$ cat src/rtl/div128_pkg.sv
// Shared types and constants for the multi-cycle 2W/W restoring divider.
package div128_pkg;

    // Default divisor/quotient/remainder width; the dividend is twice this.
    localparam int unsigned DEF_W = 64;

    // Width of an iteration counter that must reach w.
    function automatic int unsigned cnt_width(input int unsigned w);
        return $clog2(w + 1);
    endfunction

    localparam int unsigned CNT_W = cnt_width(DEF_W);

    typedef enum logic [1:0] {
        IDLE = 2'd0,
        CALC = 2'd1,
        ERR  = 2'd2,
        FIN  = 2'd3
    } state_t;

endpackage

$ cat src/rtl/div_step.sv
// One restoring-division step: shift in the next dividend bit, subtract D if it fits.
module div_step #(
    parameter int unsigned W = 64
) (
    input  logic [W:0]   rem_in,
    input  logic         bit_in,
    input  logic [W-1:0] d,
    output logic [W:0]   rem_out,
    output logic         q_bit
);

    logic [W+1:0] trial;
    logic [W+1:0] diff;

    // Trial subtraction is carried one bit wider so no remainder bit is discarded.
    always_comb begin
        trial   = {rem_in, bit_in};
        diff    = trial - (W+2)'(d);
        q_bit   = (trial >= (W+2)'(d));
        rem_out = q_bit ? (W+1)'(diff) : (W+1)'(trial);
    end

endmodule

$ cat src/rtl/div128_multi.sv
// Multi-cycle unsigned divider: 2W-bit dividend by W-bit divisor, one quotient bit per cycle.
// Optional macro DIV128_MULTI_RESTART_EN: a start while busy aborts and restarts the operation.
module div128_multi
    import div128_pkg::*;
#(
    parameter int unsigned W = DEF_W
) (
    input  logic           clk,
    input  logic           rst_n,
    input  logic           start,
    input  logic [2*W-1:0] N,
    input  logic [W-1:0]   D,
    output logic [W-1:0]   Q,
    output logic [W-1:0]   R,
    output logic           busy,
    output logic           done,
    output logic           ovf,
    output logic           dz
);

    localparam int unsigned CW = cnt_width(W);

    state_t         state_q;
    state_t         state_d;

    logic           can_accept_c;
    logic           accept_c;
    logic           err_c;
    logic           load_c;
    logic           step_c;
    logic           fin_calc_c;
    logic           fin_err_c;

    logic [W-1:0]   d_r;
    logic [W-1:0]   n_lo;
    logic [W:0]     rem_q;
    logic [W-1:0]   qw;
    logic [CW-1:0]  cnt;
    logic           dz_w;
    logic           ovf_w;

    logic [W:0]     rem_nxt;
    logic           qb;

`ifdef DIV128_MULTI_RESTART_EN
    assign can_accept_c = 1'b1;
`else
    assign can_accept_c = (state_q == IDLE) || (state_q == FIN);
`endif

    assign accept_c = start && can_accept_c;
    assign err_c    = (D == '0) || (N[2*W-1:W] >= D);

    div_step #(.W(W)) u_step (
        .rem_in  (rem_q),
        .bit_in  (n_lo[W-1]),
        .d       (d_r),
        .rem_out (rem_nxt),
        .q_bit   (qb)
    );

    // State register.
    always_ff @(posedge clk or negedge rst_n) begin
        if (!rst_n) begin
            state_q <= IDLE;
        end else begin
            state_q <= state_d;
        end
    end

    // Next-state logic; an accepted start overrides whatever the FSM was doing.
    always_comb begin
        state_d = state_q;
        if (accept_c) begin
            state_d = err_c ? ERR : CALC;
        end else begin
            case (state_q)
                IDLE:    state_d = IDLE;
                CALC:    if (cnt == CW'(W - 1)) state_d = FIN;
                ERR:     state_d = FIN;
                FIN:     state_d = IDLE;
                default: state_d = IDLE;
            endcase
        end
    end

    // Datapath control decoded from the current and next state.
    always_comb begin
        load_c     = accept_c;
        step_c     = (state_q == CALC) && !accept_c;
        fin_calc_c = (state_q == CALC) && (state_d == FIN);
        fin_err_c  = (state_q == ERR)  && (state_d == FIN);
    end

    // Working registers: latched operands, partial remainder, quotient shifter, step count.
    always_ff @(posedge clk or negedge rst_n) begin
        if (!rst_n) begin
            d_r   <= '0;
            n_lo  <= '0;
            rem_q <= '0;
            qw    <= '0;
            cnt   <= '0;
            dz_w  <= 1'b0;
            ovf_w <= 1'b0;
        end else if (load_c) begin
            d_r   <= D;
            n_lo  <= N[W-1:0];
            rem_q <= {1'b0, N[2*W-1:W]};
            qw    <= '0;
            cnt   <= '0;
            dz_w  <= (D == '0);
            ovf_w <= (D != '0) && (N[2*W-1:W] >= D);
        end else if (step_c) begin
            rem_q <= rem_nxt;
            n_lo  <= W'({n_lo, 1'b0});
            qw    <= W'({qw, qb});
            cnt   <= cnt + CW'(1);
        end
    end

    // Visible results: updated only on entry to FIN, held until the next one.
    always_ff @(posedge clk or negedge rst_n) begin
        if (!rst_n) begin
            Q    <= '0;
            R    <= '0;
            busy <= 1'b0;
            done <= 1'b0;
            ovf  <= 1'b0;
            dz   <= 1'b0;
        end else begin
            busy <= (state_d == CALC) || (state_d == ERR);
            done <= (state_d == FIN);
            if (fin_calc_c) begin
                Q   <= W'({qw, qb});
                R   <= rem_nxt[W-1:0];
                ovf <= 1'b0;
                dz  <= 1'b0;
            end else if (fin_err_c) begin
                Q   <= '1;
                R   <= dz_w ? n_lo : '0;
                ovf <= ovf_w;
                dz  <= dz_w;
            end
        end
    end

endmodule

$ cat config.mk
export PLATFORM = sky130hd
export DESIGN_NAME = div128_multi
export DESIGN_NICKNAME = d
export VERILOG_FILES = /design/src/rtl/div128_pkg.sv /design/src/rtl/div_step.sv /design/src/rtl/div128_multi.sv
export SDC_FILE = /design/constraint.sdc
export NUM_CORES = 1
export LEC_CHECK = 0
export CAP_MARGIN = 20
export CORE_MARGIN = 1
export CORE_UTILIZATION = 56
export CTS_BUF_LIST = sky130_fd_sc_hd__clkbuf_16
export DETAILED_ROUTE_END_ITERATION = 10
export GPL_TIMING_DRIVEN = 1
export PLACE_DENSITY = 0.89
export SLEW_MARGIN = 10
export SYNTH_ARGS = -nofsm -noshare
export SYNTH_HDL_FRONTEND = slang
export SYNTH_HIERARCHICAL = 1
export SYNTH_SLANG_ARGS = --single-unit
$ cat constraint.sdc
create_clock -name clk -period 4.15 [get_ports clk]
set_input_delay 0.6225 -clock clk [delete_from_list [all_inputs] [get_ports clk]]
set_output_delay 0.6225 -clock clk [all_outputs]
set_load 0.02 [all_outputs]
### Word level (Yosys, flattened, before mapping)

Cells that the tools add are included.

| operators by class | value |
|---|---|
| muxes and demuxes | 22 |
| $add $sub $neg | 2 |
| reductions and logical operators | 15 |
| eq/ne operators | 7 |
| $lt $le $gt $ge | 2 |

Operators by type and width:

| operator | count |
|---|---|
| 64-bit two-way mux | 7 |
| 65-bit two-way mux | 3 |
| 63-bit two-way mux | 2 |
| 66-bit by 64-bit greater-or-equal comparator with 1-bit output | 1 |
| 65-bit by 64-bit subtractor with 65-bit output | 1 |
| 64-bit greater-or-equal comparator | 1 |
| 64-bit logical NOT | 1 |
| 64-bit nonzero test | 1 |
| 7-bit two-way mux | 2 |
| 2-bit == test, second input constant | 4 |
| 7-bit by 1-bit adder with 7-bit output, second input constant | 1 |
| 7-bit by 6-bit == test with 1-bit output, second input constant | 1 |
| 2-bit two-way mux | 3 |
| 2-bit one-hot mux with 3 select lines | 1 |
| 1-bit logical AND | 5 |
| 2-bit by 1-bit == test with 1-bit output, second input constant | 2 |
| 1-bit two-way mux | 4 |
| 2-bit nonzero test | 2 |
| 1-bit logical OR | 3 |
| 2-bit logical NOT | 1 |
| 2-bit OR reduction | 1 |
| 1-bit logical NOT | 1 |

| word-level totals | value |
|---|---|
| bits of input ports | 195 |
| register bits | 399 |
| logic and storage cells | 62 |

### Logic depth before layout (Yosys ltp)

| logic depth | value |
|---|---|
| word-level depth | 8 |
| depth in mapped cells | 19 |
| mapped depth without buffers | 16 |

### By module

Netlist, hierarchy kept.

By module, submodules not included:

| module | sequential area each (µm²) | area each (µm²) | instances | cells an instance |
|---|---|---|---|---|
| div128_multi | 9984.6 | 18206.2 | 1 | 1832 |
| div_step | 0.0 | 4795.8 | 1 | 790 |

### Worst setup path before layout

Ideal clock, no wire load.

| timing | value |
|---|---|
| path type | input-to-reg |
| start point | input D[45] |
| end point | register R[11] |
| stages | 17 |
| path slack | 0.726 ns |
| buffers on the path | 4 |
| arrival time | 3.341 ns |
| cells stage by stage | inv_1 -> ha_1 -> a21o_1 -> a21o_1 -> a221o_1 -> a221oi_2 -> o211a_1 -> o41ai_2 -> o21ai_0 -> ha_1 -> and2_1 -> clkbuf_1 -> buf_2 -> buf_2 -> buf_2 -> nand2_1 -> o21ai_0 |

| on the way | value |
|---|---|
| cells in the longest elaborated chain, start to end | 7 |
| elaborated cells on any way between the ends | 10 |
| classes of those cells | order compare: 1; eq/ne: 1; mux: 3; reduce/logical: 5 |

RTL lines:

| item | line | source |
|---|---|---|
| start, declared | div128_multi.sv:12 | `input logic [W-1:0] D,` |
| 64-bit greater-or-equal comparator or 64-bit logical NOT (tied branches) | div128_multi.sv:52 | `assign err_c = (D == '0) \|\| (N[2*W-1:W] >= D);` |
| 1-bit logical OR (*) | div128_multi.sv:52 |  |
| 2-bit two-way mux (*) | div128_multi.sv:75 | `state_d = err_c ? ERR : CALC;` |
| 2-bit two-way mux (*) | div128_multi.sv:74 | `if (accept_c) begin` |
| named net state_d[0] | div128_multi.sv:24 | `state_t state_d;` |
| 2-bit == test (*) | div128_multi.sv:91, div128_multi.sv:92 |  |
| 1-bit logical AND (on tied branches) | div128_multi.sv:91, div128_multi.sv:92 |  |
| 64-bit two-way mux or 2-bit nonzero test (tied branches) | n/a |  |
| end signal, assigned | div128_multi.sv:135 | `R <= rem_nxt[W-1:0];` |
| end signal, assigned | div128_multi.sv:140 | `R <= dz_w ? n_lo : '0;` |
| end, declared | div128_multi.sv:14 | `output logic [W-1:0] R,` |

The timed path passes the listed nets; every way through them passes the cells marked *.
A chain may end at the register's enable or synchronous reset.

### Worst setup path after layout

| timing | value |
|---|---|
| start point | register rem_q[9] |
| end point | register rem_q[63] |

| on the way | value |
|---|---|
| cells in the longest elaborated chain, start to end | 4 |
| elaborated cells on any way between the ends | 5 |
| classes of those cells | add/sub: 1; order compare: 1; mux: 3 |

RTL lines:

| item | line | source |
|---|---|---|
| start, declared | div128_multi.sv:36 | `logic [W:0] rem_q;` |
| start signal, assigned | div128_multi.sv:108 | `rem_q <= {1'b0, N[2*W-1:W]};` |
| start signal, assigned | div128_multi.sv:114 | `rem_q <= rem_nxt;` |
| 65-bit by 64-bit subtractor with 65-bit output or 66-bit by 64-bit greater-or-equal comparator with 1-bit output (tied branches) | div_step.sv:18, div_step.sv:19 |  |
| 65-bit two-way mux (*) | div_step.sv:20 | `rem_out = q_bit ? (W+1)'(diff) : (W+1)'(trial);` |
| named net rem_nxt[63] | div128_multi.sv:42 | `logic [W:0] rem_nxt;` |
| 65-bit two-way mux (*) | div128_multi.sv:113 | `end else if (step_c) begin` |
| 65-bit two-way mux (*) | div128_multi.sv:105 | `end else if (load_c) begin` |

The timed path passes the listed nets; every way through them passes the cells marked *. The select of a mux whose other input is x is not followed.

==> impl_metrics.env <==
export IMPL_cap_viol_max_count=0
export IMPL_grt_pass1_vias=20900
export IMPL_rsz0062_at_grt="no"
export IMPL_ys_types=78
export IMPL_final_cell_mix="nand2_1, o21ai_0, dfrtp_1, clkdlybuf4s50_1, mux2i_1"
export IMPL_hold_violations=0
export IMPL_grt_usage=0.330
export IMPL_power_density_nw_per_um2=964
export IMPL_syn2layout_area_growth_pct=23.4
export IMPL_drv_slew=0
export IMPL_power_sequential_fraction=0.245
export IMPL_overflow=0
export IMPL_io_buffers=326
export IMPL_synth_enable_flop_cells=0
export IMPL_switching_share=0.474
export IMPL_ys_warn_count=6
export IMPL_cts_tree="done"
export IMPL_synth_compound_area_share=0.186
export IMPL_layout_min_cycle_time_ps=4010
export IMPL_dieArea_um2=41900
export IMPL_synth_fp_nets=2951
export IMPL_grt_pass1_wl_um=110000
export IMPL_finalCritPeriodShare=0.965
export IMPL_p_int_uw=14400
export IMPL_n_antenna_cell=0
export IMPL_synth_top_family_by_area="compound AO/OA/AOI/OAI gates"
export IMPL_reg2reg_slack_ps=140
export IMPL_r2r_start="rem_q[9]$_DFFE_PN0P_"
export IMPL_vias_per_cell=6.04
export IMPL_outcome="completed"
export IMPL_path_max_fanout=6
export IMPL_required_ps=4640
export IMPL_drc=0
export IMPL_clockPowerShare=0.145
export IMPL_synth_async_reset_ratio=1.00
export IMPL_core_area_um2=40100
export IMPL_fin_nets=3216
export IMPL_grt_max_degree=217
export IMPL_drt_iter0_drc=1757
export IMPL_grt_antenna_before_repair=1
export IMPL_synthFlopType="dfrtp_1"
export IMPL_crit_start="rem_q[9]$_DFFE_PN0P_"
export IMPL_vdd_drop_max_v=0.000722
export IMPL_fin_worst_skew_ps=19.5
export IMPL_crit_type="flop to flop"
export IMPL_wl_per_cell_um=19.9
export IMPL_first_pass_iters=6
export IMPL_rr_endpoint="rem_q[63]$_DFFE_PN0P_"
export IMPL_gp_congestion=0.977
export IMPL_max_freq_mhz=250
export IMPL_worst_slew_pin_slew_ps=1110
export IMPL_relSlewSlack=0.258
export IMPL_netlist_instances=2622
export IMPL_crit_path_start_kind="flop"
export IMPL_finalSetupViolCount=0
export IMPL_rows=73
export IMPL_htreeDepth=2
export IMPL_dp_hpwl_um=49200
export IMPL_placed_cell_area_um2=26900
export IMPL_vias=20800
export IMPL_root_buffer="clkbuf_16"
export IMPL_synth_avg_cell_area_um2=8.77
export IMPL_initial_core_util=0.574
export IMPL_drive_gt1_frac=0.0545
export IMPL_crit_arrival_ps=4500
export IMPL_holdCritPathClass="input pin to asynchronous set/reset pin"
export IMPL_synth_xor_area_share=0.0244
export IMPL_yosys_area_share_adder=0.0732
export IMPL_synth_seq_cells=399
export IMPL_cts_path_max_buffers=3
export IMPL_path_clk_slew_ps=60
export IMPL_rr_worst_depth=13
export IMPL_ys_seq_area_frac=0.434
export IMPL_yosys_area_share_simple=0.140
export IMPL_pin_count=327
export IMPL_insertion_delay_ps=590
export IMPL_synthesis_area_um2=23000
export IMPL_final_antenna_net_count=0
export IMPL_mostFrequentLayoutCell="nand2_1"
export IMPL_clock_sinks=399
export IMPL_stdcell_area_um2=28400
export IMPL_power_uw=27400
export IMPL_routed_wirelength_um=68600
export IMPL_leakage_uw=0.0126
export IMPL_cts_buffers=43
export IMPL_end_kind="flop"
export IMPL_die_w_um=205
export IMPL_comb_power_share=0.610
export IMPL_synthMuxAreaShare=0.0872
export IMPL_p_sw_uw=13000
export IMPL_dieHeight_um=205
-- cell usage after synthesis (3+ instances only) --
| master | instances | share of area |
|---|---|---|
| nor2b_1 | 5 | 0.0014 |
| a211o_1 | 4 | 0.0015 |
| nor2_1 | 181 | 0.030 |
| or2_2 | 3 | 0.00082 |
| nand2_1 | 453 | 0.074 |
| and2_1 | 5 | 0.0014 |
| a21boi_0 | 3 | 0.00098 |
| ha_1 | 133 | 0.072 |
| nand4_1 | 41 | 0.011 |
| buf_1 | 12 | 0.0020 |
| and3_1 | 6 | 0.0016 |
| o2111ai_1 | 3 | 0.0011 |
| nand3_1 | 14 | 0.0030 |
| or3_1 | 5 | 0.0014 |
| o211ai_1 | 7 | 0.0023 |
| inv_1 | 158 | 0.026 |
| buf_2 | 36 | 0.0078 |
| o21ai_0 | 425 | 0.092 |
| nand2b_1 | 8 | 0.0022 |
| o31ai_1 | 3 | 0.00098 |
| o21ai_1 | 11 | 0.0024 |
| a211oi_1 | 6 | 0.0020 |
| o221ai_1 | 4 | 0.0015 |
| mux2_2 | 4 | 0.0020 |
| o21bai_1 | 15 | 0.0049 |
| dfrtp_1 | 399 | 0.43 |
| mux2i_1 | 193 | 0.084 |
| a21oi_1 | 110 | 0.024 |
| nor4_1 | 20 | 0.0054 |
| clkbuf_1 | 110 | 0.018 |
| a31oi_1 | 11 | 0.0030 |
| xnor2_1 | 39 | 0.015 |
| nor3_1 | 10 | 0.0022 |
| a21o_1 | 29 | 0.0095 |
| a22oi_1 | 65 | 0.021 |
| xor2_1 | 25 | 0.0095 |
| and4_1 | 4 | 0.0015 |
| a311oi_1 | 3 | 0.0011 |
| o21a_1 | 9 | 0.0029 |
-- worst max-delay path: stages (launching register included) --
cell and delay, ps:
dfrtp_1 410, ha_1 410, nand2_1 150, or4b_2 690, a31oi_1 330, a311oi_1 300, a21oi_2 290, o21ai_1 190
o41ai_1 360, a21oi_1 140, xor2_1 160, o21ai_1 180, mux2i_1 100, o21ai_0 200
-- cell type report --
type,instances,area [um2]
clock buffers,43,1080
clock inverters,35,358
fillers,2884,11700
inverters,159,597
multi-input cells,1903,11800
flip-flops and latches,399,9980
well taps,525,657
repair buffers,381,3890
-- per-layer routing --
layer  track usage  part of all wire  vias up
met5             0           0.00019        -
met3        0.0536             0.071      186
li1              -                 -     9610
met1         0.429              0.41    10100
met2         0.541              0.47      918
met4         0.149             0.045        2
-- power groups by stage --
stage                     Sequential, uW  Clock, uW  Combinational [uW]
after detailed placement            6680          0               16200
after CTS                           6670       4010               16400
after global routing                6850       4160               18200
final                               6690       3970               16700
after global placement              6620          0               15700
after floorplan                     6970          0               10700
-- how the worst max path moves through the flow --
stage | slack (ps) | endpoint
floorplan | 730 | R[11]$_DFFE_PN0P_
global placement | -10 | R[34]$_DFFE_PN0P_
detailed placement | -160 | R[22]$_DFFE_PN0P_
CTS | 120 | rem_q[1]$_DFFE_PN0P_
global route | 40 | rem_q[53]$_DFFE_PN0P_
finish | 140 | rem_q[63]$_DFFE_PN0P_
-- per-stage QoR --
stage	setup slack (ps)	utilization	std cells	setup TNS (ps)	hold WS (ps)
after floorplan	726	-	2622	0	327
after detailed placement	-160	0.671	3366	-9660	470
after CTS	119	0.707	3444	0	90.8
final	144	0.708	3445	0	77.8
after global placement	-12.7	0.671	3366	-173	463
after global routing	44.2	0.708	3445	0	141
-- what timing repair did --
item	CTS	global route
endpoints found under the hold margin	0	0
setup buffers	0	1
endpoints found under the setup margin	0	20
hold buffers	0	0
gates resized for setup	0	6
-- flip-flops by register name, summed over array words and instances (netlist names), 2 cells and up --
name     flops
qw          63
rem_q       65
state_q      2
Q           64
d_r         64
cnt          7
R           64
n_lo        64
-- cells by family (layout without fill, tap and decap cells) --
kind of cell	after synthesis	count (layout)
simple gates	767	767
compound gates	739	739
buf+inv	320	618
xor+xnor	64	64
fa+ha+maj	134	134
flops	399	399
mux	199	199
(Power assumes the default switching activity.)
